### src/rtl/rf_pkg.sv
// -----------------------------------------------------------------------------
// rf_pkg
//
// Shared definitions for the register-file write-port arbiter.
//
//   W_DEF / D_DEF / N_DEF : default data width, address width, requester count
//   addr_t / data_t       : register-file address and data types at the
//                           default widths
//   DROP_CNT_MAX          : saturation value of the address-0 drop counter
//   sat_inc8()            : 8-bit increment that sticks at DROP_CNT_MAX
// -----------------------------------------------------------------------------
package rf_pkg;

    localparam int W_DEF = 8;
    localparam int D_DEF = 3;
    localparam int N_DEF = 2;

    typedef logic [D_DEF-1:0] addr_t;
    typedef logic [W_DEF-1:0] data_t;

    localparam logic [7:0] DROP_CNT_MAX = 8'hFF;

    // Saturating increment: once the counter reaches DROP_CNT_MAX it holds.
    function automatic logic [7:0] sat_inc8(input logic [7:0] v);
        if (v == DROP_CNT_MAX) begin
            return v;
        end
        return v + 8'd1;
    endfunction

endpackage

### src/rtl/rr_pick.sv
// -----------------------------------------------------------------------------
// rr_pick
//
// Combinational round-robin picker. Starting at ptr_i and moving upward with
// wrap-around, the first set bit of valid_i is granted. The grant vector is
// one-hot, or all zero when nothing is valid, and a grant bit is never set
// without its valid bit.
//
// Ports
//   valid_i : N-bit request vector
//   ptr_i   : priority pointer, must be < N
//   grant_o : one-hot (or zero) grant
// -----------------------------------------------------------------------------
module rr_pick
    import rf_pkg::*;
#(
    parameter int N = N_DEF
) (
    input  logic [N-1:0]         valid_i,
    input  logic [$clog2(N)-1:0] ptr_i,
    output logic [N-1:0]         grant_o
);

    logic [N-1:0] rot;
    logic [N-1:0] g_rot;
    logic         found;

    // Rotate the request vector so that requester ptr_i lands in bit 0.
    // Shifting the doubled vector right by ptr_i and keeping the low N bits
    // performs the wrap without any variable indexing.
    assign rot = N'({valid_i, valid_i} >> ptr_i);

    // Fixed-priority pick on the rotated vector: lowest set bit wins.
    always_comb begin
        g_rot = '0;
        found = 1'b0;
        for (int k = 0; k < N; k++) begin
            if (!found && rot[k]) begin
                g_rot[k] = 1'b1;
                found    = 1'b1;
            end
        end
    end

    // Rotate the one-hot result back: shift the doubled vector left by ptr_i
    // and keep the upper half.
    assign grant_o = N'(({g_rot, g_rot} << ptr_i) >> N);

endmodule

### src/rtl/rf_wr_arbiter.sv
// -----------------------------------------------------------------------------
// rf_wr_arbiter
//
// Shares the register file's single write port between N requesters using
// round-robin arbitration with an optional per-requester lock. One winner
// per cycle is registered into a write stage that drives the register file.
//
// Handshake: a requester raises req_valid[i] and holds req_addr/req_data
// stable until it sees req_ready[i]; a transfer happens in the cycle where
// both req_valid[i] and req_ready[i] are high. req_ready is combinational
// from req_valid and the priority pointer, is one-hot or zero, and is never
// high without its req_valid. The register file always accepts, so the only
// back-pressure is losing arbitration.
//
// Ports
//   clk, rst_n   : clock, asynchronous active-low reset
//   req_valid    : per-requester write request
//   req_addr     : per-requester destination address (N x D, requester 0 in LSBs)
//   req_data     : per-requester write data          (N x W, requester 0 in LSBs)
//   req_lock     : keep priority with this requester after its transfer
//   req_ready    : accept strobe for the current cycle
//   write_en     : register-file write enable (never for address 0)
//   waddr        : register-file write address
//   data_in      : register-file write data
//   pend_valid   : write in flight this cycle (same as write_en)
//   pend_addr    : address of the in-flight write, for read-side RAW detection
//   drop_cnt     : saturating count of accepted address-0 writes
//   dbg_ptr      : current priority pointer, for observation
// -----------------------------------------------------------------------------
module rf_wr_arbiter
    import rf_pkg::*;
#(
    parameter int W = W_DEF,
    parameter int D = D_DEF,
    parameter int N = N_DEF
) (
    input  logic                 clk,
    input  logic                 rst_n,
    input  logic [N-1:0]         req_valid,
    input  logic [N*D-1:0]       req_addr,
    input  logic [N*W-1:0]       req_data,
    input  logic [N-1:0]         req_lock,
    output logic [N-1:0]         req_ready,
    output logic                 write_en,
    output logic [D-1:0]         waddr,
    output logic [W-1:0]         data_in,
    output logic                 pend_valid,
    output logic [D-1:0]         pend_addr,
    output logic [7:0]           drop_cnt,
    output logic [$clog2(N)-1:0] dbg_ptr
);

    localparam int PW = $clog2(N);

    if (N < 2 || N > 4) begin : g_bad_n
        $error("rf_wr_arbiter: N must be in 2..4");
    end

    // -------------------------------------------------------------------------
    // State
    // -------------------------------------------------------------------------
    logic [PW-1:0] ptr_q,         ptr_d;
    logic          stage_valid_q, stage_valid_d;
    logic [D-1:0]  stage_addr_q,  stage_addr_d;
    logic [W-1:0]  stage_data_q,  stage_data_d;
    logic [7:0]    drop_cnt_q,    drop_cnt_d;

    // -------------------------------------------------------------------------
    // Arbitration
    // -------------------------------------------------------------------------
    logic [N-1:0]  grant;
    logic          xfer;
    logic [PW-1:0] win_idx;
    logic [D-1:0]  win_addr;
    logic [W-1:0]  win_data;
    logic          win_lock;

    rr_pick #(
        .N (N)
    ) u_pick (
        .valid_i (req_valid),
        .ptr_i   (ptr_q),
        .grant_o (grant)
    );

    // The grant is already qualified by req_valid, so any grant bit is a
    // transfer.
    assign req_ready = grant;
    assign xfer      = |grant;

    // Mux out the winner's index, address, data and lock from the one-hot
    // grant.
    always_comb begin
        win_idx  = '0;
        win_addr = '0;
        win_data = '0;
        win_lock = 1'b0;
        for (int i = 0; i < N; i++) begin
            if (grant[i]) begin
                win_idx  = PW'(i);
                win_addr = req_addr[i*D +: D];
                win_data = req_data[i*W +: W];
                win_lock = req_lock[i];
            end
        end
    end

    // -------------------------------------------------------------------------
    // Next state
    // -------------------------------------------------------------------------
    always_comb begin
        ptr_d         = ptr_q;
        stage_valid_d = xfer;
        stage_addr_d  = stage_addr_q;
        stage_data_d  = stage_data_q;
        drop_cnt_d    = drop_cnt_q;
        if (xfer) begin
            stage_addr_d = win_addr;
            stage_data_d = win_data;
            // A locked winner parks the pointer on itself so its next request
            // wins again; otherwise priority moves to the next requester.
            if (win_lock) begin
                ptr_d = win_idx;
            end else if (win_idx == PW'(N - 1)) begin
                ptr_d = '0;
            end else begin
                ptr_d = win_idx + PW'(1);
            end
            // Address 0 is accepted but discarded; count it here.
            if (win_addr == '0) begin
                drop_cnt_d = sat_inc8(drop_cnt_q);
            end
        end
    end

    always_ff @(posedge clk or negedge rst_n) begin
        if (!rst_n) begin
            ptr_q         <= '0;
            stage_valid_q <= 1'b0;
            stage_addr_q  <= '0;
            stage_data_q  <= '0;
            drop_cnt_q    <= '0;
        end else begin
            ptr_q         <= ptr_d;
            stage_valid_q <= stage_valid_d;
            stage_addr_q  <= stage_addr_d;
            stage_data_q  <= stage_data_d;
            drop_cnt_q    <= drop_cnt_d;
        end
    end

    // -------------------------------------------------------------------------
    // Write-stage outputs
    // -------------------------------------------------------------------------
    // Built from registers only, so an asynchronous reset kills a staged
    // write immediately.
    assign write_en   = stage_valid_q && (stage_addr_q != '0);
    assign waddr      = stage_addr_q;
    assign data_in    = stage_data_q;
    assign pend_valid = write_en;
    assign pend_addr  = stage_addr_q;
    assign drop_cnt   = drop_cnt_q;
    assign dbg_ptr    = ptr_q;

endmodule

### config.mk
export PLATFORM = sky130hd
export DESIGN_NAME = rf_wr_arbiter
export DESIGN_NICKNAME = d
export VERILOG_FILES = /design/src/rtl/rf_pkg.sv /design/src/rtl/rr_pick.sv /design/src/rtl/rf_wr_arbiter.sv
export SDC_FILE = /design/constraint.sdc
export NUM_CORES = 1
export LEC_CHECK = 0
export CAP_MARGIN = 25
export CELL_PAD_IN_SITES_DETAIL_PLACEMENT = 1
export CELL_PAD_IN_SITES_GLOBAL_PLACEMENT = 1
export CORE_MARGIN = 5
export CORE_UTILIZATION = 32
export CTS_BUF_LIST = sky130_fd_sc_hd__clkbuf_8 sky130_fd_sc_hd__clkbuf_16
export CTS_CLUSTER_SIZE = 25
export DETAILED_ROUTE_END_ITERATION = 6
export PLACE_DENSITY_LB_ADDON = 0.15
export SKIP_LAST_GASP = 1
export SYNTH_ARGS = -nofsm -noshare
export SYNTH_HDL_FRONTEND = slang
export SYNTH_SLANG_ARGS = --single-unit
### constraint.sdc
create_clock -name clk -period 2.7 [get_ports clk]
set_input_delay 0.405 -clock clk [delete_from_list [all_inputs] [get_ports clk]]
set_output_delay 0.405 -clock clk [all_outputs]
set_load 0.05 [all_outputs]
Word level (Yosys, flattened, before mapping):

Cells that the tools add are included.

* add/subtract/negate cells: 2
* multipliers: 0
* divide/modulo/power cells: 0
* magnitude comparators: 0
* equal/unequal tests: 2
* shifts and indexed selects: 2
* multiplexer cells: 15
* bitwise gates (word level): 0
* reduce and logical (&&, ||, !) cells: 7

Operators with widths (number)
* 8-bit two-way mux: 3
* 1-bit two-way mux: 10
* 8-bit by 1-bit adder with 8-bit output, second input constant: 1
* 8-bit == test, second input constant: 1
* 3-bit two-way mux: 2
* 4-bit by 1-bit << shifter with 4-bit output: 1
* 4-bit by 1-bit right shift with 2-bit output: 1
* 3-bit logical NOT: 1
* 3-bit AND reduction: 1
* 3-bit nonzero test: 1
* 1-bit logical AND: 2
* 2-bit inequality test, second input constant: 1
* 2-bit OR reduction: 1
* 1-bit adder, second input constant: 1
* 1-bit logical NOT: 1

* bits in registers: 21
* bits in latches: 0
* bits in writable memories: 0
* bits in read-only memories: 0
* input bits: 28
* output and inout bits: 27
* word-level logic and storage cells: 33
* memories kept: 0

Longest topological paths before layout:

Gate-level depths: netlist of the first run.

* word-level depth: 13
* mapped depth: 5
* gate-level depth less buffers: 5

Hierarchy:

Synthesis of the first run repeated with hierarchy kept, for this count alone.

* cells, all modules: 102
* area, all modules: 1079.8 um^2

By module, submodules not included
* rf_wr_arbiter: times used 1, cells an instance 99, area an instance 1061.0 um^2, sequential area each 525.5 um^2
* rr_pick: times used 1, cells an instance 3, area an instance 18.8 um^2, sequential area each 0.0 um^2

Worst setup path after synthesis of the first run:

OpenSTA, ideal clock, no wires.

* path type: reg2reg
* start point: register drop_cnt_q[0] (netlist: drop_cnt[0])
* end point: register drop_cnt_q[1] (netlist: drop_cnt[1])
* setup time: 128 ps
* arrival time: 1901 ps
* data required time: 2572 ps
* setup slack: 671 ps
* stages on the path, launching flop included: 6
* buffers on the path: 0
* clock period less this slack: 2029 ps
* path through: dfrtp_1 ha_1 nand3_1 nor3_4 nor3_2 mux2_1

* cells in the longest elaborated chain, start to end: 6
* elaborated cells between the ends (all ways): 8
* classes of those cells: add/sub: 1; eq/ne: 2; mux: 4; reduce/logical: 1

RTL lines
* from (decl): RTL line rf_wr_arbiter.sv:66 `logic [7:0] drop_cnt_q, drop_cnt_d;`
* from (signal assigned): RTL line rf_wr_arbiter.sv:148 `drop_cnt_q <= drop_cnt_d;`
* 8-bit == test: RTL line rf_pkg.sv:25 `if (v == DROP_CNT_MAX) begin`
* 1-bit two-way mux: RTL line rf_pkg.sv:25
* 1-bit two-way mux: RTL line rf_wr_arbiter.sv:130 `if (win_addr == '0) begin`
* 1-bit two-way mux: RTL line rf_wr_arbiter.sv:117 `if (xfer) begin`
* 2-bit inequality test (no source line)
* 3-bit AND reduction (no source line)

Parallel ways exist; a longest one is shown, timed or not. The select of a mux whose other input is x is not followed.
A chain may end at the register's enable or synchronous reset.

Worst setup path in the final report of the first run:

* start point: register ptr_q (netlist: dbg_ptr)
* end point: output port dbg_ptr

RTL lines
* from (decl): RTL line rf_wr_arbiter.sv:62 `logic [PW-1:0] ptr_q, ptr_d;`
* from (signal assigned): RTL line rf_wr_arbiter.sv:144 `ptr_q <= ptr_d;`
* to (decl): RTL line rf_wr_arbiter.sv:50 `output logic [$clog2(N)-1:0] dbg_ptr`

No word-level cell between the ends.

==> results of run 1 <==
==> through the flow <==
stage	hold slack [ps]	total power (W)	instances	instance area, sq um
final	485	0.00131	222	1830
after CTS	496	0.00133	222	1830
after global placement	478	0.00111	218	1780
after global routing	534	0.00139	222	1830
after floorplan	109	0.000874	123	1200
after detailed placement	488	0.00112	218	1780
==> sequential cells by signal, indices dropped and copies added, names as in the netlist <==
register       cells
stage_valid_q      1
dbg_ptr            1
pend_addr          3
drop_cnt           8
data_in            8
==> logic make-up (layout without fill, tap and decap cells) <==
family          Yosys count  after routing  synth area share
compound gates           33             33             0.201
xor+xnor                  7              7            0.0509
fa+ha+maj                 1              1            0.0104
buf+inv                  22             73            0.0842
flops                    21             21             0.437
mux                       3              3            0.0281
simple gates             36             36             0.189
==> path summary, 6_finish.rpt <==
| path | startpoint | to | slack [ps] | cells after the start |
|---|---|---|---|---|
| worst max-delay path | dbg_ptr | dbg_ptr | 500 | 1 |
| worst min-delay path | rst_n | drop_cnt[5] | 490 | 2 |
| worst max register to register | dbg_ptr | drop_cnt[1] | 760 | 4 |
| worst min register to register | drop_cnt[5] | drop_cnt[5] | 500 | 1 |
| max in group asynchronous | rst_n | pend_addr[2] | 1990 | 2 |
| min in group clk | drop_cnt[5] | drop_cnt[5] | 500 | 1 |
==> area by class of cell <==
type,instances,share of cell area
Multi-Input combinational cell,80,0.316
Tap cell,48,0.0329
Clock buffer,3,0.0226
Inverter,11,0.0226
Clock inverter,1,0.00205
Timing Repair Buffer,58,0.316
Sequential cell,21,0.288
==> per-layer routing <==
metal	track usage	routed length, um
met4	0.0188	10
met3	0.0449	200
met5	0	0
met1	0.175	1480
met2	0.261	1920
==> power groups by stage <==
stage | Combinational, W | Sequential, W | Clock (W)
6_report | 0.000651 | 0.000459 | 0.000205
5_1_grt | 0.000685 | 0.000473 | 0.000230
4_1_cts | 0.000659 | 0.000461 | 0.000214
3_5_place_dp | 0.000656 | 0.000466 | 0
3_3_place_gp | 0.000646 | 0.000463 | 0
2_1_floorplan | 0.000205 | 0.000669 | 0
==> worst reg2reg max path, delay by kind of cell (launching register included) <==
family / cells / cell delay, ps
AND/OR/NAND/NOR: 2 / 440
AO/OA/AOI/OAI: 1 / 410
multiplexers: 1 / 340
flip-flops: 1 / 640
==> cells in the final DEF (no fill, tap or decap), types with 2 or more instances in the layout <==
master | netlist | layout
clkdlybuf4s50_1 | 0 | 52
dfrtp_1 | 21 | 21
nor2_1 | 16 | 16
inv_1 | 10 | 11
o22ai_1 | 10 | 10
a21oi_1 | 9 | 9
a31oi_1 | 8 | 8
xor2_1 | 7 | 7
nand2_1 | 5 | 5
buf_4 | 5 | 5
nor4_2 | 4 | 4
clkbuf_8 | 0 | 3
nand3_1 | 2 | 2
nor4b_2 | 2 | 2
mux2_2 | 2 | 2
==> flow_summary.json, run 1 <==
{
  "fin_ws_ps": 495,
  "slew_headroom": 0.655,
  "grt_max_degree": 26,
  "swShare": 0.454,
  "slowest_delay_ps": 900,
  "p_leak_nw": 0.763,
  "utilization": 0.499,
  "synth-edff-count": 0,
  "maxCapViolations": 0,
  "p_comb_frac": 0.495,
  "dr.pass1.iters": 4,
  "synth_top_area_share": 0.437,
  "fin_crit_ps": 2200,
  "cp-end-kind": "output port",
  "critical_path_buf_inv_count": 1,
  "h-tree-depth": 1,
  "synth_seq_area_share": 0.437,
  "worstSetupPathType": "register to output port",
  "port-buffer-count": 54,
  "fill_cells": 430,
  "cts_resized": 0,
  "dpl.hpwl_um": 2790,
  "dieArea_sq_um": 5090,
  "cts_sinks": 21,
  "post-synth-top-area-cell": "dfrtp_1",
  "maxSlewViolCount": 0,
  "fin_tns_setup_ps": 0,
  "tritoncts": "yes",
  "ys_seq_elements": 21,
  "register_area_sq_um": 526,
  "viasPerCell": 5.10,
  "synth_nets": 152,
  "antenna_found_initial": 0,
  "outcome": "finished, final reports clean",
  "root_buffer": "clkbuf_8",
  "synth-main-ff-cell": "dfrtp_1",
  "power_switching_w": 0.000596,
  "cts.clk_slew.worst_paths_ps": 80,
  "grt_pass1_vias": 1264,
  "p_clk_frac": 0.156,
  "coreArea_sq_um": 3660,
  "max_freq_mhz": 454,
  "finalHoldViolCount": 0,
  "multi_input_area_sq_um": 577,
  "hold_class": "primary input to async pin",
  "cts_buffer_depth": 2,
  "clk_latency_ps": 260,
  "routed_wl_um": 3610,
  "vias": 1132,
  "ys_warn_count": 0,
  "drtAntennaViolNets": 0,
  "nets": 204,
  "required_ps": 2300,
  "die_w_um": 71.3,
  "hold_buffers": 0,
  "critPathMaxFanout": 13,
  "place_congestion": 0.816,
  "pwr-share-seq": 0.349,
  "synth_common_cells": "dfrtp_1, nor2_1, inv_1, o22ai_1, a21oi_1",
  "cp_top_family": "buffers and inverters",
  "synth_cells": 123,
  "grt_pass1_wl_um": 6040,
  "worstMarginPinSlew_ps": 516,
  "ir_worst_vdd_mv": 0.308,
  "drive_gt1_frac": 0.138,
  "initial_core_util": 0.329,
  "drt_iter0_markers": 31,
  "ys_types": 31,
  "cp_slowest_cell": "clkdlybuf4s50_1",
  "setup_violations": 0,
  "dp_slack_ps": 403,
  "die_h_um": 71.3,
  "num_antenna_cells": 0,
  "crit_chain": "clkdlybuf4s50_1",
  "cts_made_buffers": 3,
  "io_pins": 55,
  "post-synth-top-count-cell": "dfrtp_1",
  "ys_async_sr_fraction": 1.00,
  "routedWlPerCell_um": 16.3,
  "rows": 22,
  "rsz0062_at_grt": "false",
  "crit_path_start_kind": "register",
  "remaining_drc_errors": 0,
  "power.internal_w": 0.000718,
  "period_share": 0.817,
  "postCtsSetupBuffers": 0,
  "overflow": 0,
  "arrival_ps": 1800,
  "areaGrowthSynthToFinish_pct": 51.8,
  "syn_area_per_cell_sq_um": 9.79,
  "power_density_nw_per_um2": 719,
  "track_usage": 0.146,
  "synth.area.top_cells": "dfrtp_1, o22ai_1, xor2_1",
  "synth_area_sq_um": 1200,
  "clock-skew-final_ps": 1.13
}
(Power assumes the default switching activity.)
==> run 2: changes to the inputs <==
- CORE_UTILIZATION: 32 -> 27
- clock period: 2.7 -> 1.9 ns (I/O delays scaled with it)
==> run 2 against run 1 <==
Clock-buffer cell count unchanged. Setup slack got worse by 420 ps. Total power up 46%. Sequential power grew 42%. Die area rose by 16%. Largest power group unchanged. Via count grew 2.2%. Sequential share of layout area decreased by 1.4 points.
==> flow_summary.json, run 2 (same netlist as run 1, synthesis figures left out) <==
{
  "outcome": "finished, final reports clean",
  "die_h_um": 76.8,
  "track_usage": 0.129,
  "p_total_w": 0.00192,
  "required_ps": 1620,
  "cts_sinks": 21,
  "fin_tns_setup_ps": 0,
  "finalHoldViolCount": 0,
  "fill_cells": 491,
  "power_density_nw_per_um2": 994,
  "h-tree-depth": 1,
  "final_common_cell": "clkdlybuf4s50_1",
  "cts.clk_slew.worst_paths_ps": 80,
  "r2r-start": "drop_cnt[0]",
  "drt_iter0_markers": 19,
  "clk_latency_ps": 260,
  "cts_made_buffers": 3,
  "final_area_sq_um": 1930,
  "drtAntennaViolNets": 0,
  "slowest_delay_ps": 830,
  "grt_busiest_layer": "met2",
  "root_buffer": "clkbuf_8",
  "critPathMaxFanout": 5,
  "hold_buffers": 0,
  "cp-endpoint": "drop_cnt[3]",
  "coreArea_sq_um": 4350,
  "worstSetupPathType": "register to output port",
  "grt_max_degree": 24,
  "rsz0062_at_grt": "false",
  "period_share": 0.962,
  "remaining_drc_errors": 0,
  "crit_chain": "clkdlybuf4s50_1",
  "grt_use_met2": 0.229,
  "vias": 1157,
  "utilization": 0.444,
  "overflow": 0,
  "cp-startpoint": "drop_cnt[3]",
  "grt_pass1_vias": 1305,
  "ir_worst_vdd_mv": 0.412,
  "cp_slowest_cell": "clkdlybuf4s50_1",
  "met1_usage": 0.152,
  "holdWs_ps": 368,
  "crit_path_start_kind": "register",
  "worstMarginPinSlew_ps": 513,
  "arrival_ps": 1540,
  "cts_buffer_depth": 2,
  "reg2reg_depth": 5,
  "max_freq_mhz": 547,
  "dr.pass1.iters": 4,
  "place_area_sq_um": 1880,
  "dieArea_sq_um": 5890,
  "fin_crit_ps": 1830,
  "final_cell_mix": "clkdlybuf4s50_1, buf_4, dfrtp_1",
  "critical_path_buf_inv_count": 1,
  "areaGrowthSynthToFinish_pct": 60.5,
  "p_leak_nw": 0.826,
  "cp-end-kind": "output port",
  "maxCapViolations": 0,
  "routed_wl_um": 3800,
  "num_antenna_cells": 0,
  "io_pins": 55,
  "viasPerCell": 4.86,
  "clock-skew-final_ps": 4.90,
  "worst-path-stages": 1,
  "grt_pass1_wl_um": 6270,
  "setup_violations": 0,
  "nets": 216,
  "routedWlPerCell_um": 16.0,
  "r2r-end": "drop_cnt[1]",
  "die_w_um": 76.8,
  "slew_headroom": 0.657,
  "maxSlewViolCount": 0,
  "postCtsSetupBuffers": 0,
  "hold_class": "primary input to async pin",
  "dpl.hpwl_um": 2940,
  "cts_resized": 0,
  "regToRegSetupSlack_ps": 210,
  "cp_top_family": "buffers and inverters",
  "met3_usage": 0.0351,
  "antenna_found_initial": 0,
  "initial_core_util": 0.276,
  "drive_gt1_frac": 0.242,
  "place_congestion": 0.751,
  "rows": 24,
  "tritoncts": "yes",
  "port-buffer-count": 54
}
-- run 2: cell types whose count changed in the layout (fill, tap and decap cells not counted), sizes merged --
cell	change
inv	-1
clkdlybuf4s50	-4
buf	+16
clkinv	+1
-- run 2: metal layers --
| layer | vias up | routed length [um] |
|---|---|---|
| met4 | 0 | 41 |
| li1 | 557 | - |
| met1 | 564 | 1550 |
| met2 | 32 | 2010 |
| met3 | 4 | 199 |
| met5 | - | 0 |
-- run 2: through the flow --
stage                     cells  worst slack, ps
after detailed placement    234             -185
after CTS                   238             12.0
after floorplan             123             22.8
final                       238             73.1
after global routing        238             24.7
after global placement      234             -129
-- run 2: how the worst min path moves through the flow --
| stage | startpoint | slack [ps] | depth (start not counted) | endpoint |
|---|---|---|---|---|
| CTS | rst_n | 380 | 2 | drop_cnt[5] |
| floorplan | rst_n | -10 | 0 | data_in[0] |
| global placement | drop_cnt[7] | 480 | 1 | drop_cnt[7] |
| global route | rst_n | 390 | 2 | drop_cnt[5] |
| finish | rst_n | 370 | 2 | drop_cnt[3] |
| detailed placement | drop_cnt[5] | 500 | 1 | drop_cnt[5] |
-- run 2: where the power goes --
part           switching [W]  total [W]  internal [W]
registers           0.000107   0.000651      0.000544
clock network       0.000155   0.000301      0.000146
logic               0.000604   0.000968      0.000364
-- run 2: final cells by class --
| class | count | area [sq um] | share of cell area |
|---|---|---|---|
| sequential | 21 | 529 | 0.274 |
| tap | 52 | 65.1 | 0.0337 |
| timing repair buffer | 70 | 671 | 0.347 |
| inverter | 11 | 41.3 | 0.0214 |
| clock inverter | 1 | 5.00 | 0.00259 |
| clock buffer | 3 | 41.3 | 0.0214 |
| multi-input combinational | 80 | 579 | 0.300 |
==> run 3: changes to the inputs <==
- CAP_MARGIN: 25 -> 20
==> results of run 3 <==
Same layout as run 2: the final DEF is identical, and so are final timing and power.
